**src/rtl/number_capture_pkg.sv**
```systemverilog
// ============================================================================
// Module   : number_capture_pkg
// Brief    : Shared types and sizing for the number capture reader.
// Revision : 1.0 - initial release
// ============================================================================
`default_nettype none

package number_capture_pkg;

    localparam int unsigned NUM_W   = 7;
    localparam int unsigned SCORE_W = 8;
    localparam int unsigned NUM_MAX = 100;

    typedef enum logic [1:0] {
        ARMED        = 2'd0,
        PRESS_WAIT   = 2'd1,
        CAPTURE      = 2'd2,
        RELEASE_WAIT = 2'd3
    } state_t;

endpackage

`default_nettype wire

```
**src/rtl/btn_debouncer.sv**
```systemverilog
// ============================================================================
// Module   : btn_debouncer
// Brief    : Two-flop synchronizer plus stable-level filter for a raw button.
// Revision : 1.0 - initial release
// ============================================================================
`default_nettype none

module btn_debouncer #(
    parameter int unsigned STABLE_CYCLES = 500000
) (
    input  logic clk,
    input  logic rst,
    input  logic i_btn,
    output logic o_sync,
    output logic o_level,
    output logic o_rise,
    output logic o_fall
);

    localparam int unsigned c_cnt_w = (STABLE_CYCLES > 1) ? $clog2(STABLE_CYCLES) : 1;
    localparam logic [c_cnt_w-1:0] c_last = c_cnt_w'(STABLE_CYCLES - 1);

    logic [1:0]         r_sync;
    logic [c_cnt_w-1:0] r_cnt;
    logic               r_level;
    logic               w_btn_s;
    logic               w_change;
    logic               w_done;

    assign w_btn_s  = r_sync[1];
    assign w_change = (w_btn_s != r_level);
    // Strobes are combinational so they coincide with the edge that flips the level.
    assign w_done   = w_change && (r_cnt == c_last);

    always_ff @(posedge clk) begin
        if (rst) begin
            r_sync  <= '0;
            r_cnt   <= '0;
            r_level <= 1'b0;
        end else begin
            r_sync <= {r_sync[0], i_btn};
            if (!w_change) begin
                r_cnt <= '0;
            end else if (w_done) begin
                r_cnt   <= '0;
                r_level <= w_btn_s;
            end else begin
                r_cnt <= r_cnt + 1'b1;
            end
        end
    end

    assign o_sync  = w_btn_s;
    assign o_level = r_level;
    assign o_rise  = w_done && w_btn_s;
    assign o_fall  = w_done && !w_btn_s;

endmodule

`default_nettype wire

```
**src/rtl/number_capture.sv**
```systemverilog
// ============================================================================
// Module   : number_capture
// Brief    : Samples the game counter on a debounced press and scores it.
// Revision : 1.0 - initial release
// ============================================================================
`default_nettype none

module number_capture #(
    parameter int unsigned DEBOUNCE_CYCLES = 500000,
    parameter int unsigned TOLERANCE       = 0,
    parameter int unsigned NUM_MAX         = number_capture_pkg::NUM_MAX
) (
    input  logic                                  CLOCK_50,
    input  logic                                  reset,
    input  logic [number_capture_pkg::NUM_W-1:0]  current_number,
    input  logic                                  capture_btn,
    input  logic [number_capture_pkg::NUM_W-1:0]  target,
    output logic [number_capture_pkg::NUM_W-1:0]  captured,
    output logic [number_capture_pkg::NUM_W-1:0]  diff,
    output logic                                  hit,
    output logic                                  invalid,
    output logic                                  result_valid,
    output logic [number_capture_pkg::SCORE_W-1:0] score,
    output logic                                  armed
);

    import number_capture_pkg::*;

    localparam logic [NUM_W-1:0] c_tol     = NUM_W'(TOLERANCE);
    localparam logic [NUM_W-1:0] c_num_max = NUM_W'(NUM_MAX);

    state_t              r_state;
    state_t              w_state_next;
    logic                w_btn_s;
    logic                w_level;
    logic                w_rise;
    logic                w_fall;
    logic [NUM_W-1:0]    w_diff;
    logic                w_invalid;
    logic                w_hit;
    logic [NUM_W-1:0]    r_captured;
    logic [NUM_W-1:0]    r_diff;
    logic                r_hit;
    logic                r_invalid;
    logic                r_result_valid;
    logic [SCORE_W-1:0]  r_score;

    btn_debouncer #(
        .STABLE_CYCLES (DEBOUNCE_CYCLES)
    ) u_deb (
        .clk     (CLOCK_50),
        .rst     (reset),
        .i_btn   (capture_btn),
        .o_sync  (w_btn_s),
        .o_level (w_level),
        .o_rise  (w_rise),
        .o_fall  (w_fall)
    );

    always_ff @(posedge CLOCK_50) begin
        if (reset) begin
            r_state <= ARMED;
        end else begin
            r_state <= w_state_next;
        end
    end

    always_comb begin
        w_state_next = r_state;
        case (r_state)
            ARMED: begin
                if (w_rise) begin
                    w_state_next = CAPTURE;
                end else if (w_btn_s && !w_level) begin
                    w_state_next = PRESS_WAIT;
                end
            end
            PRESS_WAIT: begin
                if (!w_btn_s) begin
                    w_state_next = ARMED;
                end else if (w_rise) begin
                    w_state_next = CAPTURE;
                end
            end
            CAPTURE: begin
                w_state_next = RELEASE_WAIT;
            end
            RELEASE_WAIT: begin
                if (w_fall) begin
                    w_state_next = ARMED;
                end
            end
            default: begin
                w_state_next = ARMED;
            end
        endcase
    end

    // Larger minus smaller keeps the distance inside 7 bits without wrap.
    assign w_diff    = (current_number >= target) ? (current_number - target)
                                                  : (target - current_number);
    assign w_invalid = (current_number > c_num_max) || (target > c_num_max);
    assign w_hit     = !w_invalid && (w_diff <= c_tol);

    // Results are resolved at the capture edge so the following cycle sees them.
    always_ff @(posedge CLOCK_50) begin
        if (reset) begin
            r_captured     <= '0;
            r_diff         <= '0;
            r_hit          <= 1'b0;
            r_invalid      <= 1'b0;
            r_result_valid <= 1'b0;
            r_score        <= '0;
        end else begin
            r_result_valid <= (r_state == CAPTURE);
            if (r_state == CAPTURE) begin
                r_captured <= current_number;
                r_diff     <= w_diff;
                r_hit      <= w_hit;
                r_invalid  <= w_invalid;
                if (w_hit && (r_score != '1)) begin
                    r_score <= r_score + 1'b1;
                end
            end
        end
    end

    assign captured     = r_captured;
    assign diff         = r_diff;
    assign hit          = r_hit;
    assign invalid      = r_invalid;
    assign result_valid = r_result_valid;
    assign score        = r_score;
    assign armed        = (r_state == ARMED) || (r_state == PRESS_WAIT);

endmodule

`default_nettype wire

```
**config.mk**
```make
export PLATFORM = sky130hd
export DESIGN_NAME = number_capture
export DESIGN_NICKNAME = d
export VERILOG_FILES = /design/src/rtl/number_capture_pkg.sv /design/src/rtl/btn_debouncer.sv /design/src/rtl/number_capture.sv
export SDC_FILE = /design/constraint.sdc
export NUM_CORES = 1
export LEC_CHECK = 0
export ABC_AREA = 1
export CORE_ASPECT_RATIO = 0.7
export CORE_UTILIZATION = 55
export CTS_BUF_LIST = sky130_fd_sc_hd__clkbuf_8
export CTS_CLUSTER_SIZE = 20
export DETAILED_ROUTE_END_ITERATION = 8
export GPL_ROUTABILITY_DRIVEN = 0
export HOLD_SLACK_MARGIN = 0.02
export PLACE_DENSITY = 0.8
export RECOVER_POWER = 50
export SYNTH_ARGS = -nofsm -noshare
export SYNTH_HDL_FRONTEND = slang
export SYNTH_SLANG_ARGS = --single-unit
```
**constraint.sdc**
```tcl
create_clock -name CLOCK_50 -period 5.33 [get_ports CLOCK_50]
set_clock_uncertainty 0.15 [all_clocks]
set_input_delay 1.066 -clock CLOCK_50 [delete_from_list [all_inputs] [get_ports CLOCK_50]]
set_output_delay 1.066 -clock CLOCK_50 [all_outputs]
set_load 0.05 [all_outputs]
```
==> key figures <==
Timing
  – Max Fclk: between 200 and 300 MHz
  – RSZ-0062 raised after global routing: false
  – Fin Setup TNS: 0 ns
  – Actual slew at the worst max-slew pin: 0.953 ns
  – Slew headroom: 0.365
  – Final setup viols: 0
  – Hold slack: 0.251 ns
  – Crit path time final: around 3.6 ns
  – Slew Viols, Final: 0
  – Endpoints failing hold: 0
  – Final worst path period share: 0.673

Drt
  – Router iterations before antenna repair: 5
  – Drt first-iter violations: between 150 and 200
  – Drc violations: 0
  – Drt wl/cell: 12.1 um
  – Average vias per placed instance: 5.12
  – Routed WL: 7050 um
  – DR vias: between 2k and 3k
  – Antenna-violating nets left: 0

Power
  – VDD IR max: 0.000226 V
  – Power per cell area: 321 nW/um^2
  – Pleak: ~0.0017 uW

Critical path
  – Worst Setup Path Type: in -> reg
  – CP Max Fanout: 14
  – WP data arrival: 3.68 ns
  – R2r setup slk: 3.02 ns
  – Worst EP required: 5.43 ns
  – Reg-to-Reg End: u_deb.r_cnt[13]
  – Critical Path End Type: register
  – R2R Path Start: u_deb.r_cnt[0]
  – CP Launch Type: input port
  – Reg2reg path depth: 9

Floorplan
  – Initial core utilization: 0.581
  – DIE WIDTH: 91.6 um
  – Die Y: 64.7 um
  – Core Area: about 5300 um^2
  – I/O pins: 43
  – Cell row count: 22
  – Die ar.: 5920 um^2

Min path
  – Hold Path Stages: 2
  – WHS Endpoint: u_deb.r_sync[1]
  – Min-delay src: u_deb.r_sync[0]
  – Hold crit path type: reg -> reg

Yosys
  – Synth cell types: 29
  – Area of the mapped netlist: 3090 um^2
  – Avg Inst Size Synth: 6.61 um^2
  – Sequential area share after synthesis: 0.318
  – Synth Warn #: 0
  – Syn Nets: 502
  – Synth Register Bits: 49
  – Syn Inst Count: ~470

Clock network
  – CTS tree: done
  – H-tree depth: 2
  – Hold Buf Count CTS: 0
  – Cts bufs inserted: 5
  – Post-CTS sizing: 0
  – Worst skew pair latency: roughly 0.31 ns
  – CTS sink cnt: 49
  – Root Buffer: clkbuf_8
  – Post CTS Setup Buffer Count: 0
  – Worst-path clk slew: 0.09 ns
  – CTS Buffer Depth: 2

Finish
  – Commonest non-fill, non-tap cell in the layout: nand2_1
  – Layout cells sized above 1: 0.0688
  – Layout area overhead: 17.6%
  – Fin util: 0.683
  – Filler cell count: between 400 and 500
  – Nets@finish: 543
  – Ant diodes: 0
  – Post-route cell area: around 3600 um^2
  – Most frequent cells in the layout: nand2_1, inv_1, nor2_1

Global routing
  – Vias in the first global route: 2,508
  – Total track usage: 0.252
  – Initial antenna violation count: 0
  – Total congestion overflow: 0
  – Pin count of the biggest net entering global routing: 30
  – First-pass GRT wire length: 11,700 um

Placed design
  – DP HPWL: 5370 um
  – Placed Instance Area: around 3600 um^2
  – Port bufs: 42

Flow run
  – Max Cap Viol: 0

Run status
  – Status: completed
-- how the worst max path moves through the flow --
stage | end | from | slack [ns]
3_3_place_gp | score[4] | current_number[1] | 1.53
4_1_cts | score[4] | current_number[1] | 1.78
5_1_grt | score[4] | current_number[1] | 1.54
2_1_floorplan | score[7] | current_number[2] | 2.41
3_5_place_dp | score[4] | current_number[1] | 1.48
6_report | score[4] | current_number[2] | 1.74
-- layout make-up --
class	count	area, um^2	share of cell area
multi-input cells	317	1700	0.469
clock inverters	3	13.8	0.00379
repair buffers	44	432	0.119
inverters	91	342	0.0941
well taps	72	90.1	0.0248
clock buffers	5	68.8	0.0190
flip-flops and latches	49	981	0.270
-- cells in the mapped netlist (all sizes together) --
master  instances  area, um^2
inv            91         342
dfxtp          49         981
clkbuf          6        22.5
nand4          15        93.8
nor2           58         248
nor3b           1        7.51
o21bai          5        37.5
buf             4        38.8
o21ai          15        75.1
xor2            7        61.3
fa              2        40.0
or2             2        12.5
nor4            1        6.26
nand2         118         463
xnor2           3        26.3
nor3            9        60.1
nand3          33         195
ha             16         200
a21boi          1        7.51
a21oi          25         125
nand3b          1        7.51
o211ai          5        37.5
-- per-layer routing --
layer / global-route usage / vias to the layer above / part of all wire
met5: 0 / - / 0
met4: 0.0774 / 0 / 0.013
met3: 0.0458 / 7 / 0.070
met2: 0.346 / 92 / 0.39
met1: 0.390 / 1335 / 0.52
li1: - / 1538 / -
-- critical path, stage by stage --
cell and delay, ns:
clkdlybuf4s50_1 0.49, inv_1 0.07, ha_1 0.44, nand2_2 0.11
nand2_2 0.08, nor2_2 0.17, nor2_2 0.06, nor2_2 0.25
nand2_1 0.10, nand2_2 0.08, nand2_2 0.09, nor2_4 0.30
nand3_2 0.16, nand2_1 0.09, inv_1 0.04, nor2_1 0.10
-- registers in the layout, summed over array words and instances (netlist names) --
name	count
captured	7
diff	7
hit	1
invalid	1
r_state	2
result_valid	1
score	8
u_deb.o_level	1
u_deb.r_cnt	19
u_deb.r_sync	2
-- power breakdown --
group,internal [uW],switching [uW],leakage [uW]
Sequential,420,26.5,0.000397
Clock,89.4,127,0.0000491
Combinational,151,353,0.00125
Total,661,506,0.00169
-- metrics by stage --
step           std cells  setup slack, ns  power, uW
3_5_place_dp         573             1.48        976
6_report             581             1.74       1170
5_1_grt              581             1.54       1230
2_1_floorplan        467             2.41        818
3_3_place_gp         573             1.53        969
4_1_cts              581             1.78       1190
-- cell families after synthesis --
group / Yosys count / share of synthesized area
AND/OR/NAND/NOR: 238 / 0.354
adder cells (fa/ha/maj): 18 / 0.0778
buffers and inverters: 101 / 0.130
XOR/XNOR: 10 / 0.0284
AO/OA/AOI/OAI: 51 / 0.0916
flip-flops: 49 / 0.318
Note: power is estimated with default switching activity, not from simulation.
